## config.mk

```make
export PLATFORM = sky130hd
export DESIGN_NAME = alu_op_sequencer
export DESIGN_NICKNAME = d
export VERILOG_FILES = /design/src/rtl/alu_seq_pkg.sv /design/src/rtl/alu_prog_mem.sv /design/src/rtl/alu_op_sequencer.sv
export SDC_FILE = /design/constraint.sdc
export NUM_CORES = 1
export LEC_CHECK = 0
export ABC_AREA = 1
export BUFFER_PORTS_ARGS = -buffer_cell sky130_fd_sc_hd__buf_2
export CAP_MARGIN = 20
export CORE_MARGIN = 2
export CORE_UTILIZATION = 50
export CTS_CLUSTER_SIZE = 12
export DETAILED_ROUTE_END_ITERATION = 10
export PLACE_DENSITY = 0.74
export SYNTH_ARGS = -nofsm -noshare
export SYNTH_HDL_FRONTEND = slang
export SYNTH_SLANG_ARGS = --single-unit
```

## constraint.sdc

```tcl
create_clock -name Clock -period 1.6 [get_ports Clock]
set_input_delay 0.24 -clock Clock [delete_from_list [all_inputs] [get_ports Clock]]
set_output_delay 0.24 -clock Clock [all_outputs]
set_load 0.01 [all_outputs]
```

## src/rtl/alu_seq_pkg.sv

```systemverilog
// Shared definitions for the ALU command sequencer: opcodes, FSM states, instruction word.
// Latency: n/a (definitions only).
// Backpressure: n/a.
package alu_seq_pkg;

  // ALU opcodes as understood by the accumulator register block.
  localparam logic [1:0] OP_ADD  = 2'b00;
  localparam logic [1:0] OP_MUL  = 2'b01;
  localparam logic [1:0] OP_SHL  = 2'b10;
  localparam logic [1:0] OP_HOLD = 2'b11;

  localparam int INSTR_DATA_W = 4;

  typedef enum logic [1:0] {
    IDLE  = 2'd0,
    RUN   = 2'd1,
    DRAIN = 2'd2,
    DONE  = 2'd3
  } seq_state_t;

  typedef struct packed {
    logic [1:0]              op;
    logic [INSTR_DATA_W-1:0] data;
  } instr_t;

endpackage

```

## src/rtl/alu_prog_mem.sv

```systemverilog
// Program store: DEPTH instruction slots, synchronous write, combinational read, no reset.
// Latency: write visible on read port the cycle after the write edge; read is zero-cycle.
// Backpressure: none; the caller gates the write enable.
//
// Ports: clk; we/waddr/wdat write port; raddr/rdat asynchronous read port.
module alu_prog_mem
  import alu_seq_pkg::*;
#(
  parameter int  DEPTH = 8,
  parameter type T     = instr_t,
  localparam int AW    = $clog2(DEPTH)
) (
  input  logic          clk,
  input  logic          we,
  input  logic [AW-1:0] waddr,
  input  T              wdat,
  input  logic [AW-1:0] raddr,
  output T              rdat
);

  T mem [DEPTH];

  always_ff @(posedge clk) begin
    if (we) mem[waddr] <= wdat;
  end

  assign rdat = mem[raddr];

endmodule

```

## src/rtl/alu_op_sequencer.sv

```systemverilog
// Issues a loaded (op, data) program to the ALU one instruction per clock, then captures ALUout.
// Latency: start at edge 0 -> ops in cycles 1..len -> done/result in cycle len+2.
// Backpressure: none; start while busy and program writes while busy are dropped.
//
// Ports: Clock, Reset_b (sync, active low); prog_we/prog_addr/prog_op/prog_data load a slot;
//        prog_len/start launch a run; Function/Data drive the ALU, ALUout reads it back;
//        busy (RUN/DRAIN), done (one-cycle pulse), result (last captured accumulator).
module alu_op_sequencer
  import alu_seq_pkg::*;
#(
  parameter int  DEPTH  = 8,
  parameter int  DATA_W = 4,
  parameter int  ACC_W  = 8,
  localparam int AW     = $clog2(DEPTH),
  localparam int LW     = AW + 1
) (
  input  logic              Clock,
  input  logic              Reset_b,
  input  logic              prog_we,
  input  logic [AW-1:0]     prog_addr,
  input  logic [1:0]        prog_op,
  input  logic [DATA_W-1:0] prog_data,
  input  logic [LW-1:0]     prog_len,
  input  logic              start,
  output logic [1:0]        Function,
  output logic [DATA_W-1:0] Data,
  input  logic [ACC_W-1:0]  ALUout,
  output logic              busy,
  output logic              done,
  output logic [ACC_W-1:0]  result
);

  typedef struct packed {
    logic [1:0]        op;
    logic [DATA_W-1:0] data;
  } seq_instr_t;

  seq_state_t      state_q, state_d;
  logic [AW-1:0]   pc_q;
  logic [LW-1:0]   len_q;
  logic [LW-1:0]   len_sat;
  logic            last_instr;
  logic            mem_we;
  seq_instr_t      wr_instr;
  seq_instr_t      rd_instr;

  // The program can only change while nothing is being issued.
  assign mem_we   = prog_we && (state_q == IDLE || state_q == DONE);
  assign wr_instr = '{op: prog_op, data: prog_data};

  alu_prog_mem #(
    .DEPTH (DEPTH),
    .T     (seq_instr_t)
  ) u_mem (
    .clk   (Clock),
    .we    (mem_we),
    .waddr (prog_addr),
    .wdat  (wr_instr),
    .raddr (pc_q),
    .rdat  (rd_instr)
  );

  assign len_sat    = (prog_len > LW'(DEPTH)) ? LW'(DEPTH) : prog_len;
  // len_q is never 0 while in RUN, so the subtraction cannot underflow there.
  assign last_instr = ({1'b0, pc_q} == (len_q - LW'(1)));

  always_ff @(posedge Clock) begin
    if (!Reset_b) begin
      state_q <= IDLE;
      pc_q    <= '0;
      len_q   <= '0;
      result  <= '0;
    end else begin
      state_q <= state_d;
      case (state_q)
        IDLE: begin
          if (start && prog_len != '0) begin
            len_q <= len_sat;
            pc_q  <= '0;
          end
        end
        RUN: begin
          // Hold pc on the final instruction so it never wraps past DEPTH-1.
          if (!last_instr) pc_q <= pc_q + AW'(1);
        end
        DRAIN: begin
          result <= ALUout;
        end
        default: ;
      endcase
    end
  end

  always_comb begin
    state_d  = state_q;
    Function = OP_HOLD;
    Data     = '0;
    busy     = 1'b0;
    done     = 1'b0;
    case (state_q)
      IDLE: begin
        if (start) state_d = (prog_len != '0) ? RUN : DRAIN;
      end
      RUN: begin
        busy     = 1'b1;
        Function = rd_instr.op;
        Data     = rd_instr.data;
        if (last_instr) state_d = DRAIN;
      end
      DRAIN: begin
        busy    = 1'b1;
        state_d = DONE;
      end
      DONE: begin
        done    = 1'b1;
        state_d = IDLE;
      end
      default: state_d = IDLE;
    endcase
  end

endmodule

```

== After elaboration in Yosys (flattened, before gate mapping) ==
Memories as Yosys holds them, arrays and structs flattened. A register that Yosys moved wholly into a read port is not among the register bits.
Index checks and enable logic that the tools add are counted.
Widths: inputs -> output; s select.
Word-level totals
  memories kept: 1
  register bits after elaboration: 17
  word-level logic and storage cells: 42
  bits in read-only memories: 0
  RAM bits: 48
  bits in latches: 0
  input bits: 25
Memories
  u_mem.mem: depth 8, width 6, read ports 1, clocked after Yosys merged registers in 1, wr ports 1, RTL line alu_prog_mem.sv:21  | T mem [DEPTH];
Cells by class
  muxes and demuxes: 16
  add/sub/neg operators: 2
  bitwise gates (word level): 0
  $mul: 0
  shifts and indexed selects: 0
  eq/ne operators: 8
  reduce and logical (&&, ||, !) cells: 10
  magnitude comparators: 1
  divide/modulo/power cells: 0
Operator list (number)
  $mux 3: 4
  $mux 2: 4
  $mux 4: 2
  $pmux 2 s4: 1
  $ne 2x2->1 const B: 3
  $pmux 3 s2: 1
  $eq 2x2->1 const B: 2
  $eq 3x4->1: 1
  $gt 4x4->1 const B: 1
  $mux 1: 4
  $reduce_and 2->1: 2
  $reduce_bool 4->1: 1
  $sub 4x1->4 const B: 1
  $add 3x1->3 const B: 1
  $reduce_and 3->1: 1
  $eq 2x1->1 const B: 1
  $logic_and 1x1->1: 2
  $logic_not 2->1: 1
  $ne 2x1->1 const B: 1
  $reduce_bool 2->1: 1
  $reduce_or 2->1: 1
  $logic_or 1x1->1: 1

== Depth between registers and ports, before layout ==
  depth in word-level cells: 6
  depth in mapped cells: 11
  mapped depth without buffers: 11

== Hierarchy ==
A second synthesis with hierarchy kept.
Unflattened totals
  cells, all modules: 364
  area, all modules: 3155.5 um^2
Modules (own cells, without submodules)
  alu_prog_mem: cells an instance 225, times used 1, area each 2170.8 um^2, seq. area each 1441.4 um^2
  alu_op_sequencer: cells an instance 139, times used 1, area each 984.7 um^2, seq. area each 340.3 um^2

== Worst setup path before layout ==
Ideal clock, no wire load.
  kind: register to register
  start point: register state_q[0]
  end point: memory u_mem.mem[0][0] (netlist bit), enable pin
  path slack: -0.055 ns
  arrival time: 1.305 ns
  cell stages (with the launch flop): 6
  path buffers: 0
  data required time: 1.250 ns
  clock period less this slack: 1.655 ns
  cell sequence: dfxtp_1 -> inv_1 -> ha_1 -> nor2_1 -> nand2_1 -> nor2_1
Between the ends
  cells in the longest elaborated chain, start to end: 5
Ends and longest elaborated chain
  start, declared: RTL line alu_op_sequencer.sv:38  | seq_state_t state_q, state_d;
  start signal, assigned: RTL line alu_op_sequencer.sv:74  | state_q <= state_d;
  $eq 2x2->1 or $logic_not 2->1 (tied branches): RTL line alu_op_sequencer.sv:48  | assign mem_we = prog_we && (state_q == IDLE || state_q == DONE);
  $logic_or 1x1->1 (*): RTL line alu_op_sequencer.sv:48
  $logic_and 1x1->1 (*): RTL line alu_op_sequencer.sv:48
  $mux 1 (*): RTL line alu_prog_mem.sv:24  | if (we) mem[waddr] <= wdat;
  $mux 1 (not written as such) (*): RTL line alu_prog_mem.sv:24
  end, declared: RTL line alu_prog_mem.sv:21
Mark *: on every way between the ends. The rest lies on a longest branch, timed or not.

==> impl_metrics.csv <==
group,metric,value,unit
sta,rsz0062_at_grt,"true",
critical_path,startpoint_type,"flip-flop",
pwr,power_frac_comb,0.311,
pwr,swShare,0.3226,
pwr,p_per_area,1323,mW/mm²
critical_path,crit_chain,"buf_12, o21ai_1, o22ai_1, o21ai_1, a31oi_1, buf_2",
routing,first_pass_iters,5,
run_status,outcome,"finished with violations",
global_routing,antenna_found_initial,0,
sta,final.setup.worst_slack,-0.2004,ns
floorplanning,die_area,0.006444,mm²
cts,cts_buffers,9,
global_routing,grt_pass1_wl,10170,µm
placed_design,io_buffers,40,
routing,antenna_left,0,
pwr,peakVddDrop,0.8132,mV
pwr,p_int,3.288,mW
floorplanning,die_height,80.28,µm
synth,synth_cell_types,24,
cts,cts_tree,"done",
synth,yosysWarnings,0,
finish,antenna_cells,0,
floorplanning,num_io_pins,41,
routing,finalWirelength,6530,µm
placed_design,placed_cells,413,
sta,whs,0.1244,ns
cts,cts_max_level,3,
critical_path,required,1.36,ns
pwr,p_clk_frac,0.246,
critical_path,endpoint_kind,"primary output",
synth,avgSynthCellArea,9.928,µm²
routing,drcViolationCount,0,
cts,cts_sinks,68,
global_routing,grt_pass1_vias,2094,
sta,setup_viol,6,
sta,skew,0.008400,ns
hold_path,min_path_type,"input port to flip-flop",
synth,netlist_instances,293,
routing,drtIter0Drc,241,
global_routing,busiest_layer,"met2",
finish,layout-drive-gt1-share,0.2956,
global_routing,use_met1,0.2985,
synth,synth_seq_area_share,0.6331,
placed_design,gp_congestion,0.8883,
routing,vias_per_cell,5.313,
critical_path,path_max_fanout,5,
placed_design,dp_hpwl,4451,µm
sta,fmax,555.4,MHz
floorplanning,rows,27,
synth,synthesis.area,0.002909,mm²
finish,nets,388,
cts,clk_pin_slew_worst_paths,0.07,ns
sta,drv_slew,0,
floorplanning,start_util,0.5219,
finish,syn2layout_area_growth,26.11,%
job,drv_cap,0,
synth,synth-seq-cells,68,
placed_design,pre_cts_slack,0.02212,ns
cts,root_buffer,"clkbuf_8",
pwr,p_leak,1.493,nW
critical_path,critical_path_class,"flip-flop to primary output",
floorplanning,coreArea,0.005574,mm²
global_routing,grt_remaining_overflow,0,
critical_path,slowest_stage,"dfxtp_4",
pwr,seqPwrFrac,0.443,
sta,slew_headroom,0.8070,
cts,cts-hold-fix-buffers,0,
sta,fin_crit,1.800,ns
sta,tns,-1.101,ns
critical_path,crit_top_cell,"o21ai_1",
sta,min_period_over_period,1.125,
floorplanning,fp.dieW,80.28,µm
global_routing,use_met3,0.06067,
routing,wl_per_cell,15.05,µm
synth,synth_fp_nets,324,
sta,hold_violations,0,
global_routing,grt_use_met2,0.3058,
global_routing,grtUsageTotal,0.2174,
cts,clk_latency,0.34,ns
global_routing,grt_max_degree,16,
run_status,violations,"negative setup slack",
sta,tightestPinTransition,0.2895,ns
cts,clk_path_buf_depth,2,
finish,final_cells,434,
critical_path,slowest_delay,0.42,ns
pwr,total_power,4.854,mW
pwr,power.switching,1.566,mW
critical_path,cp.arrival,1.56,ns
routing,vias,2306,
per-stage QoR:
step,util,area (µm²)
2_1_floorplan,-,2909
3_3_place_gp,0.5912,3296
3_5_place_dp,0.5912,3296
4_1_cts,0.6294,3508
5_1_grt,0.6581,3669
6_report,0.6581,3669
cell type report:
cell class                      instances  area, µm²
Clock inverter                          7      43.79
Sequential cell                        68       1851
Inverter                               27      103.9
Multi-Input combinational cell        188      987.2
Timing Repair Buffer                   63      469.2
Fill cell                             444       1906
Clock buffer                            9      123.9
Tap cell                               72      90.09
power by group through the flow:
stage	combinational, mW	clock (mW)	sequential, mW
after CTS	1.31	1.21	2.14
after global placement	1.24	0	2.16
after global routing	1.68	1.29	2.16
final	1.51	1.19	2.15
after detailed placement	1.25	0	2.17
after floorplan	0.759	0	2.18
repair_timing:
item	in CTS	in global routing
gates resized for setup	9	32
endpoints found under the setup margin	6	63
cloned	1	2
pin swaps	1	11
buffers inserted	0	2
cell usage in the layout, fill, tap and decap left out, types with 9 or more instances in the layout:
cell type	count
dfxtp_1	15
inv_1	23
buf_2	40
o21ai_0	19
nand3_1	11
nor2_1	52
nand2_1	41
edfxtp_1	48
o21ai_1	10
buf_4	16
clkbuf_8	9
a21oi_1	14
registers in the layout, summed over array words and instances, names as in the netlist, named ones only:
signal / count
u_mem.mem: 48
result: 8
len_q: 4
pc_q: 3
state_q: 2
metal layers:
metal	up-vias	share of wire
li1	1128	-
met1	1070	0.45
met2	91	0.46
met3	17	0.068
met4	0	0.025
met5	-	0
Yosys cell counts:
| cell type | instances | area [µm²] |
|---|---|---|
| nand3b_1 | 3 | 22.52 |
| a31oi_1 | 4 | 25.02 |
| nand4_1 | 4 | 25.02 |
| inv_1 | 24 | 90.09 |
| a21oi_1 | 18 | 90.09 |
| nand3_2 | 2 | 20.02 |
| dfxtp_1 | 20 | 400.4 |
| ha_1 | 6 | 75.07 |
| a221o_1 | 2 | 20.02 |
| nor2_1 | 55 | 206.5 |
| clkinv_1 | 1 | 3.750 |
| buf_4 | 1 | 7.510 |
| edfxtp_1 | 48 | 1441 |
| nor2_2 | 1 | 6.260 |
| nand2_1 | 44 | 165.2 |
| clkbuf_2 | 1 | 5.000 |
| inv_2 | 2 | 7.510 |
| buf_2 | 7 | 35.03 |
| nand4_2 | 1 | 12.51 |
| clkbuf_1 | 1 | 3.750 |
| o21ai_0 | 32 | 160.2 |
| nand3_1 | 11 | 55.05 |
| o22ai_1 | 4 | 25.02 |
| nand2_2 | 1 | 6.260 |
cell families after synthesis:
kind of cell,Yosys count,share of synthesized area
adder cells (fa/ha/maj),6,0.02581
buffers and inverters,37,0.05247
flip-flops,68,0.6331
AO/OA/AOI/OAI,60,0.1101
AND/OR/NAND/NOR,122,0.1785
worst max-delay path, delay by kind of cell, from the launching register on:
kind                   cells  cell delay, ns
buffers and inverters      2            0.28
flip-flops                 1            0.42
AO/OA/AOI/OAI              4            0.52
worst paths after layout:
check | slack (ns) | depth (start not counted) | end | start
hold reg to reg | 0.48 | 2 | len_q[1] | len_q[1]
setup reg to reg | 0.09 | 6 | u_mem.mem[7][4] | state_q[0]
hold / removal | 0.12 | 3 | result[7] | ALUout[7]
setup / recovery | -0.20 | 6 | Data[1] | flip-flop
Note: power is estimated with default switching activity, not from simulation.
